### config.mk
export PLATFORM = sky130hd
export DESIGN_NAME = zone_alarm_ctrl
export DESIGN_NICKNAME = d
export VERILOG_FILES = /design/src/rtl/alarm_pkg.sv /design/src/rtl/zone_rr_arb.sv /design/src/rtl/zone_alarm_ctrl.sv
export SDC_FILE = /design/constraint.sdc
export NUM_CORES = 1
export LEC_CHECK = 0
export CAP_MARGIN = 10
export CORE_ASPECT_RATIO = 0.75
export CORE_MARGIN = 1.5
export CORE_UTILIZATION = 32
export CTS_BUF_LIST = sky130_fd_sc_hd__clkbuf_4
export DETAILED_ROUTE_END_ITERATION = 12
export GPL_ROUTABILITY_DRIVEN = 0
export GPL_TIMING_DRIVEN = 0
export PLACE_DENSITY_LB_ADDON = 0.1
export SETUP_SLACK_MARGIN = 0.4
export SYNTH_ARGS = -nofsm -noshare
export SYNTH_HDL_FRONTEND = slang
export SYNTH_SLANG_ARGS = --single-unit
### constraint.sdc
create_clock -name clk -period 1.7 [get_ports clk]
set_input_delay 0.425 -clock clk [delete_from_list [all_inputs] [get_ports clk]]
set_output_delay 0.425 -clock clk [all_outputs]
set_load 0.01 [all_outputs]
### src/rtl/alarm_pkg.sv
// -----------------------------------------------------------------------------
// alarm_pkg
// Shared definitions for the alarm controllers. The single-zone alarm FSM
// also imports this package, so the state encoding must stay fixed.
//   alarm_state_e : 3-bit state code (IDLE/ARMED/ENTRY/ALARM/SILENCED)
//   max_int       : elaboration-time helper for sizing counters
// -----------------------------------------------------------------------------
package alarm_pkg;

    typedef enum logic [2:0] {
        S_IDLE     = 3'b000,
        S_ARMED    = 3'b001,
        S_ENTRY    = 3'b010,
        S_ALARM    = 3'b011,
        S_SILENCED = 3'b100
    } alarm_state_e;

    function automatic int max_int(input int a, input int b);
        return (a > b) ? a : b;
    endfunction

endpackage

### src/rtl/zone_rr_arb.sv
// -----------------------------------------------------------------------------
// zone_rr_arb
// Combinational round-robin zone picker. The search starts at ptr+1 (mod
// NZONES) and wraps, so the zone granted last time gets the lowest priority.
// The parent module holds the pointer.
// Ports:
//   req   in  [NZONES-1:0]          tripped-zone request vector
//   ptr   in  [clog2(NZONES)-1:0]   index granted last time
//   grant out [clog2(NZONES)-1:0]   granted zone index (holds ptr if none)
//   valid out                       at least one request was granted
// -----------------------------------------------------------------------------
module zone_rr_arb #(
    parameter int NZONES = 4
) (
    input  logic [NZONES-1:0]         req,
    input  logic [$clog2(NZONES)-1:0] ptr,
    output logic [$clog2(NZONES)-1:0] grant,
    output logic                      valid
);

    localparam int IW = $clog2(NZONES);

    logic [IW-1:0] idx;

    always_comb begin
        grant = ptr;
        valid = 1'b0;
        idx   = '0;
        for (int i = 1; i <= NZONES; i++) begin
            idx = IW'((int'(ptr) + i) % NZONES);
            if (!valid && req[idx]) begin
                valid = 1'b1;
                grant = idx;
            end
        end
    end

endmodule

### src/rtl/zone_alarm_ctrl.sv
// -----------------------------------------------------------------------------
// zone_alarm_ctrl
// Multi-zone intrusion alarm sequencer with round-robin zone attribution.
// Build option: define ZONE_ALARM_ENTRY_DELAY_EN to insert the ENTRY delay
// state between ARMED and ALARM. Without it a trip while ARMED goes straight
// to ALARM and code 010 is treated as an illegal state.
//
// state      | meaning
// -----------+-----------------------------------------------------------
// IDLE  000  | disarmed; arm_req accepted only with all zones quiet
// ARMED 001  | watching zones
// ENTRY 010  | entry delay running (ENTRY_CYCLES cycles), siren off
// ALARM 011  | siren on for SIREN_CYCLES cycles
// SILENCE 100| siren timed out; any new trip re-enters ALARM directly
//
// Ports:
//   clk, rst_n       clock, async active-low reset
//   arm_req          level request to arm (ignored unless IDLE)
//   disarm_req       level request to disarm (wins over arm_req)
//   zone_in          [NZONES] sensor levels, 1 = tripped
//   siren            registered siren drive
//   state            [3] registered state code
//   zone_id          [clog2(NZONES)] zone that caused the current trip
//   zone_log         [NZONES] zones tripped since the last disarm
//   arm_fail         one-cycle pulse when arming is refused
// -----------------------------------------------------------------------------
module zone_alarm_ctrl
    import alarm_pkg::*;
#(
    parameter int NZONES       = 4,
    parameter int ENTRY_CYCLES = 16,
    parameter int SIREN_CYCLES = 64
) (
    input  logic                      clk,
    input  logic                      rst_n,
    input  logic                      arm_req,
    input  logic                      disarm_req,
    input  logic [NZONES-1:0]         zone_in,
    output logic                      siren,
    output logic [2:0]                state,
    output logic [$clog2(NZONES)-1:0] zone_id,
    output logic [NZONES-1:0]         zone_log,
    output logic                      arm_fail
);

    localparam int IW = $clog2(NZONES);
    localparam int CW = $clog2(max_int(ENTRY_CYCLES, SIREN_CYCLES)) + 1;

    alarm_state_e      state_q, state_d;
    logic              siren_q, siren_d;
    logic [CW-1:0]     cnt_q, cnt_d;
    logic [IW-1:0]     zone_id_q, zone_id_d;
    logic [NZONES-1:0] zone_log_q, zone_log_d;
    logic              arm_fail_q, arm_fail_d;
    logic [IW-1:0]     ptr_q, ptr_d;

    logic [IW-1:0]     grant;
    logic              grant_valid;
    logic [NZONES-1:0] grant_onehot;

    zone_rr_arb #(.NZONES(NZONES)) u_arb (
        .req   (zone_in),
        .ptr   (ptr_q),
        .grant (grant),
        .valid (grant_valid)
    );

    assign grant_onehot = NZONES'(1) << grant;

    always_ff @(posedge clk or negedge rst_n) begin
        if (!rst_n) begin
            state_q    <= S_IDLE;
            siren_q    <= 1'b0;
            cnt_q      <= '0;
            zone_id_q  <= '0;
            zone_log_q <= '0;
            arm_fail_q <= 1'b0;
            ptr_q      <= IW'(NZONES - 1);
        end else begin
            state_q    <= state_d;
            siren_q    <= siren_d;
            cnt_q      <= cnt_d;
            zone_id_q  <= zone_id_d;
            zone_log_q <= zone_log_d;
            arm_fail_q <= arm_fail_d;
            ptr_q      <= ptr_d;
        end
    end

    always_comb begin
        state_d    = state_q;
        siren_d    = siren_q;
        cnt_d      = cnt_q;
        zone_id_d  = zone_id_q;
        zone_log_d = zone_log_q;
        arm_fail_d = 1'b0;
        ptr_d      = ptr_q;

        // Disarm from any active state; zone_id and the RR pointer are kept
        // so the next incident still rotates fairly.
        if (disarm_req && state_q != S_IDLE) begin
            state_d    = S_IDLE;
            siren_d    = 1'b0;
            cnt_d      = '0;
            zone_log_d = '0;
        end else begin
            case (state_q)
                S_IDLE: begin
                    siren_d = 1'b0;
                    cnt_d   = '0;
                    if (arm_req && !disarm_req) begin
                        if (|zone_in) arm_fail_d = 1'b1;
                        else          state_d    = S_ARMED;
                    end
                end

                S_ARMED: begin
                    if (grant_valid) begin
                        zone_id_d  = grant;
                        ptr_d      = grant;
                        zone_log_d = zone_log_q | grant_onehot;
                        cnt_d      = '0;
`ifdef ZONE_ALARM_ENTRY_DELAY_EN
                        state_d    = S_ENTRY;
`else
                        state_d    = S_ALARM;
                        siren_d    = 1'b1;
`endif
                    end
                end

`ifdef ZONE_ALARM_ENTRY_DELAY_EN
                S_ENTRY: begin
                    zone_log_d = zone_log_q | zone_in;
                    if (cnt_q == CW'(ENTRY_CYCLES - 1)) begin
                        state_d = S_ALARM;
                        siren_d = 1'b1;
                        cnt_d   = '0;
                    end else begin
                        cnt_d   = cnt_q + CW'(1);
                    end
                end
`endif

                S_ALARM: begin
                    zone_log_d = zone_log_q | zone_in;
                    if (cnt_q == CW'(SIREN_CYCLES - 1)) begin
                        state_d = S_SILENCED;
                        siren_d = 1'b0;
                        cnt_d   = '0;
                    end else begin
                        cnt_d   = cnt_q + CW'(1);
                    end
                end

                S_SILENCED: begin
                    zone_log_d = zone_log_q | zone_in;
                    if (grant_valid) begin
                        state_d   = S_ALARM;
                        siren_d   = 1'b1;
                        cnt_d     = '0;
                        zone_id_d = grant;
                        ptr_d     = grant;
                    end
                end

                default: begin
                    state_d = S_IDLE;
                    siren_d = 1'b0;
                    cnt_d   = '0;
                end
            endcase
        end
    end

    assign siren    = siren_q;
    assign state    = state_q;
    assign zone_id  = zone_id_q;
    assign zone_log = zone_log_q;
    assign arm_fail = arm_fail_q;

endmodule

==> results.toml, run 1 <==
[logic_synthesis]
yosysUniqueCellTypes = 38
synth_nets = 127
syn_inst = 118
syn_area_mm2 = 0.001094
synth.avg_cell_area_um2 = 9.267
yosysSeqAreaShare = 0.4600
synth_seq_cells = 20
ys_warn_count = 0

[flow_run]
cap_violations = 0

[drt]
routed.top_layer = "met4"
met3_length_um = 133
firstDrtPassIters = 4
avgViaCountPerCell = 5.347
via_count = 1155
routedWlPerCell_um = 14.80
drt_wl_total_mm = 3.197
wl_met2_mm = 1.515
drcViolationCount = 0
m1WireLength_mm = 1.510
ant_nets = 0
drt-initial-drc-count = 33

[run_status]
outcome = "completed"

[sta]
setup_viol = 0
rsz0062_at_grt = "yes"
hold_violations = 0
timing.final.crit_share = 0.8892
skew_ns = 0.004133
fin_crit_ns = 1.512
drv_slew = 0
layout_setup_ws_ns = 0.1884
tightest_slew_ns = 0.8904
slew-limit-headroom = 0.4064
max_freq_mhz = 661.5

[floorplanning]
dieArea_mm2 = 0.003781
die_w_um = 70.50
coreArea_mm2 = 0.003288
initial_utilization = 0.3326
rows = 18
die_h_um = 53.63
pin_count = 19

[critical_path]
worst_ep_arrival_time_ns = 1.74
critPathCaptureType = "flop"
start_kind = "flop"
path_max_fanout = 5
crit_required_ns = 1.93
path_class = "reg -> reg"

[clock_network]
root_buffer = "clkbuf_4"
cts_tree = "yes"
h-tree-depth = 1
cts_hold_buffers = 0
clock_sinks = 20
clk_latency_ns = 0.30
clk_pin_slew_ns = 0.11
numCtsBuffers = 3
cts_buffer_depth = 2

[grt]
grt_overflow = 0
grt_usage = 0.1667
grt_pass1_wl_mm = 4.857
grt_max_degree = 21
grt_pass1_vias = 1042
antenna_found_initial = 0

[power_and_ir_drop]
ir_drop_mv = 0.6027
power.leakage_nw = 0.8504
power_density_mw_per_mm2 = 609.7

[finish]
fin_util = 0.5613
drive_gt1_frac = 0.5398
areaGrowthSynthToFinish_pct = 68.76
fillers = 268
antenna_cells = 0
fin_nets = 186

[hold_path]
min_path_type = "in -> async"

[placement]
hpwl_mm = 1.839
io_buffers = 18
dp_slack_ns = -0.4136
## worst max-delay path, cell delays in order, from the launching register on
cell and delay, ns:
dfrtp_2 0.43, buf_6 0.14, nor2b_4 0.14, a22o_4 0.22, or3_1 0.35, a22oi_2 0.16
## where the power goes
part	switching, mW	internal (mW)
combinational	0.150	0.187
sequential	0.0306	0.524
clock	0.148	0.0856
total	0.328	0.797
## cells by family (layout without fill, tap and decap cells)
family | after synthesis | in the layout | synth area share
simple gates | 49 | 49 | 0.2506
fa+ha+maj | 1 | 1 | 0.01144
compound gates | 39 | 39 | 0.2311
buf+inv | 7 | 65 | 0.03089
flops | 20 | 20 | 0.4600
xor+xnor | 2 | 2 | 0.01602
## cells in the mapped netlist
library cell	number	share of area
and2_0	1	0.0057
nand2_1	10	0.034
nor4bb_1	1	0.0092
o32ai_1	1	0.0080
o21bai_1	4	0.027
clkbuf_2	1	0.0046
and3_1	2	0.011
a21o_1	3	0.021
xor2_1	1	0.0080
a21oi_1	8	0.037
o21a_1	1	0.0069
o21ai_1	5	0.023
inv_1	2	0.0069
xnor2_1	1	0.0080
o31ai_1	2	0.014
buf_4	1	0.0069
nand3b_1	4	0.027
dfstp_2	2	0.048
nor3_1	3	0.014
and2_1	1	0.0057
and4bb_2	1	0.011
nor4_2	1	0.011
nand3_1	3	0.014
a22o_1	2	0.016
nor4b_1	1	0.0080
nor2b_1	4	0.023
nor2_1	10	0.034
buf_2	2	0.0092
nand2b_1	5	0.029
ha_1	1	0.011
clkbuf_1	1	0.0034
a22oi_1	4	0.027
o21ai_0	7	0.032
o311ai_1	1	0.0080
or4_1	1	0.0069
a22oi_2	1	0.011
or3_1	1	0.0057
dfrtp_1	18	0.41
## layout by cell type, fill, tap and decap left out, types with 3 or more instances in the layout
cell / instances
a22oi_1: 3
clkbuf_4: 3
a21oi_1: 7
nand2_2: 3
buf_4: 28
o21bai_1: 4
nand2_1: 7
nand2b_1: 4
nor2_1: 9
o21ai_1: 4
buf_6: 11
buf_2: 14
dfrtp_1: 17
nand3b_1: 4
a21o_1: 3
o21ai_2: 7
## final timing paths
path,start,end,slack (ns),cells after the start
max in group asynchronous,rst_n,state[0],0.76,1
min reg2reg,zone_id[1],zone_id[1],0.51,1
min,rst_n,cnt_q[1],0.34,1
min in group clk,zone_id[1],zone_id[1],0.51,1
max,state[0],zone_log[0],0.19,5
max reg2reg,state[0],zone_log[0],0.19,5
## what timing repair did
action,in CTS,in global routing
buffers inserted,29,6
pin swaps,20,10
setup endpoints to repair,32,28
endpoints found under the hold margin,0,0
resized for setup,100,14
gates cloned,1,0
## through the flow
stage	instance area [um^2]	total power, mW	hold slack, ns	setup TNS, ns	std cells
2_1_floorplan	1170	0.6907	0.1294	0	118
3_3_place_gp	1400	0.7925	0.4698	-6.598	176
3_5_place_dp	1400	0.7978	0.4812	-6.638	176
4_1_cts	1737	1.102	0.3814	0	210
5_1_grt	1846	1.193	0.4248	0	216
6_report	1846	1.125	0.3445	0	216
## metal layers
metal  GRT usage  vias to the layer above
met3     0.05243                        6
met5           0                        -
met4     0.03205                        0
met1      0.2290                      581
li1            -                      545
met2      0.2626                       23
## state kept, by name, indices dropped and copies added, names as in the netlist
register	flops
arm_fail	1
state	3
cnt_q	7
siren	1
zone_id	2
ptr_q	2
zone_log	4
## area by class of cell
type | instances | area, um^2 | share of cell area
repair buffers | 54 | 417.9 | 0.2264
flip-flops and latches | 20 | 504.2 | 0.2732
clock inverters | 1 | 3.754 | 0.002034
multi-input cells | 91 | 777.0 | 0.4210
well taps | 40 | 50.05 | 0.02712
inverters | 2 | 7.507 | 0.004068
clock buffers | 3 | 22.52 | 0.01220
plain buffers | 5 | 62.56 | 0.03390
Note: power is estimated with default switching activity, not from simulation.
==> run 2: changes to the inputs <==
--- a/config.mk
+++ b/config.mk
@@ -14,7 +14,9 @@
 export GPL_ROUTABILITY_DRIVEN = 0
 export GPL_TIMING_DRIVEN = 0
 export PLACE_DENSITY_LB_ADDON = 0.1
+export RECOVER_POWER = 100
 export SETUP_SLACK_MARGIN = 0.4
+export SLEW_MARGIN = 20
 export SYNTH_ARGS = -nofsm -noshare
 export SYNTH_HDL_FRONTEND = slang
 export SYNTH_SLANG_ARGS = --single-unit
==> results.toml, run 2 (synthesis gave the netlist of run 1 again) <==
[run_status]
outcome = "completed"

[critical_path]
cp.depth = 7
start_kind = "flop"
path_class = "reg -> reg"
rr_endpoint = "zone_log[3]"
rr_startpoint = "state[0]"
crit_path_end = "zone_log[3]"
worst_ep_arrival_time_ns = 1.78
slowest_delay_ns = 0.42
reg2reg_slack_ns = 0.15
path_cells = "buf_6 > clkbuf_1 > buf_6 > nor3_1 > buf_4 > nand2_1 > a22oi_1"
cpMaxStageDelayCell = "dfrtp_2"
cp_num_buf_inv = 4
path_max_fanout = 5
crit_top_cell = "buf_6"
reg2reg_depth = 7
crit_required_ns = 1.92
cp_top_family = "buffers and inverters"
cp-startpoint = "state[0]"
critPathCaptureType = "flop"

[placement]
dp_slack_ns = -0.4136
io_buffers = 18
hpwl_mm = 1.839
dp.cells = 176

[finish]
fin_util = 0.5369
multiInputGateArea_um2 = 748.2
antenna_cells = 0
fin_cells = 216
largest_register_ffs = 7
final_common_cell = "buf_4"
final_cell_mix = "buf_4, dfrtp_1, clkbuf_1"
areaGrowthSynthToFinish_pct = 61.44
fin_nets = 186
drive_gt1_frac = 0.4432
fillers = 283
seqCellArea_um2 = 504.2
top_register = "cnt_q"

[grt]
grt_max_degree = 21
antenna_found_initial = 0
grt_overflow = 0
grt_pass1_wl_mm = 4.857
grt_pass1_vias = 1042
grt_usage = 0.1667

[clock_network]
cts_hold_buffers = 0
clock_sinks = 20
h-tree-depth = 1
root_buffer = "clkbuf_4"
clk_pin_slew_ns = 0.11
cts_tree = "yes"
cts_buffer_depth = 2
numCtsBuffers = 3
clk_latency_ns = 0.30

[sta]
holdWs_ns = 0.2858
skew_ns = 0.003760
setup_viol = 0
slew-limit-headroom = 0.2842
max_freq_mhz = 644.4
drv_slew = 0
setup_tns_ns = 0
fin_crit_ns = 1.552
layout_setup_ws_ns = 0.1482
tightest_slew_ns = 1.074
hold_violations = 0
rsz0062_at_grt = "yes"
timing.final.crit_share = 0.9128

[drt]
ant_nets = 0
drt_wl_total_mm = 3.170
avgViaCountPerCell = 5.361
drt-initial-drc-count = 48
via_count = 1158
firstDrtPassIters = 4
drcViolationCount = 0
routedWlPerCell_um = 14.68

[power_and_ir_drop]
ir_drop_mv = 0.5790
power.leakage_nw = 0.7766
power_density_mw_per_mm2 = 627.1

[floorplanning]
rows = 18
die_h_um = 53.63
pin_count = 19
coreArea_mm2 = 0.003288
die_w_um = 70.50
initial_utilization = 0.3326
dieArea_mm2 = 0.003781

[hold_path]
min_path_type = "in -> async"

[flow_run]
cap_violations = 0
run 2: cell count changes in the layout (fill, tap and decap cells not counted), moves of 2 or more:
| cell | previous run | this run |
|---|---|---|
| buf_4 | 28 | 26 |
| clkbuf_2 | 0 | 2 |
| buf_6 | 11 | 8 |
| clkbuf_1 | 0 | 13 |
| buf_2 | 14 | 5 |
run 2: layout make-up:
type,count,share of cell area
flip-flops and latches,20,0.2856
clock inverters,1,0.002126
clock buffers,3,0.01276
well taps,40,0.02835
plain buffers,5,0.02622
repair buffers,54,0.2169
multi-input cells,91,0.4238
inverters,2,0.004252
run 2: how the worst min path moves through the flow:
stage	from	to	slack (ns)	cells past startpoint
2_1_floorplan	rst_n	arm_fail	0.13	0
3_3_place_gp	zone_id[1]	zone_id[1]	0.47	1
3_5_place_dp	zone_id[1]	zone_id[1]	0.48	1
4_1_cts	rst_n	cnt_q[3]	0.38	1
5_1_grt	rst_n	cnt_q[1]	0.39	1
6_report	rst_n	cnt_q[1]	0.29	1
run 2: metal layers:
| layer | GRT usage | up-vias | routed length [um] |
|---|---|---|---|
| met3 | 0.05243 | 4 | 168 |
| met1 | 0.2290 | 580 | 1465 |
| met2 | 0.2626 | 30 | 1511 |
| met4 | 0.03205 | 0 | 25 |
| li1 | - | 544 | - |
| met5 | 0 | - | 0 |
run 2: metrics by stage:
step,area (um^2),total power [mW]
CTS,1737,1.102
detailed placement,1400,0.7978
global route,1765,1.177
global placement,1400,0.7925
finish,1765,1.107
floorplan,1170,0.6907
run 2: timing repair:
item                                    CTS  global route
buffers inserted                         29             6
pin swaps                                20            10
cloned                                    1             0
endpoints found under the setup margin   32            28
resized for setup                       100            14
run 2: report_power, final:
| group | switching (mW) | internal, mW |
|---|---|---|
| clock | 0.146 | 0.0856 |
| sequential | 0.0312 | 0.522 |
| combinational | 0.148 | 0.174 |
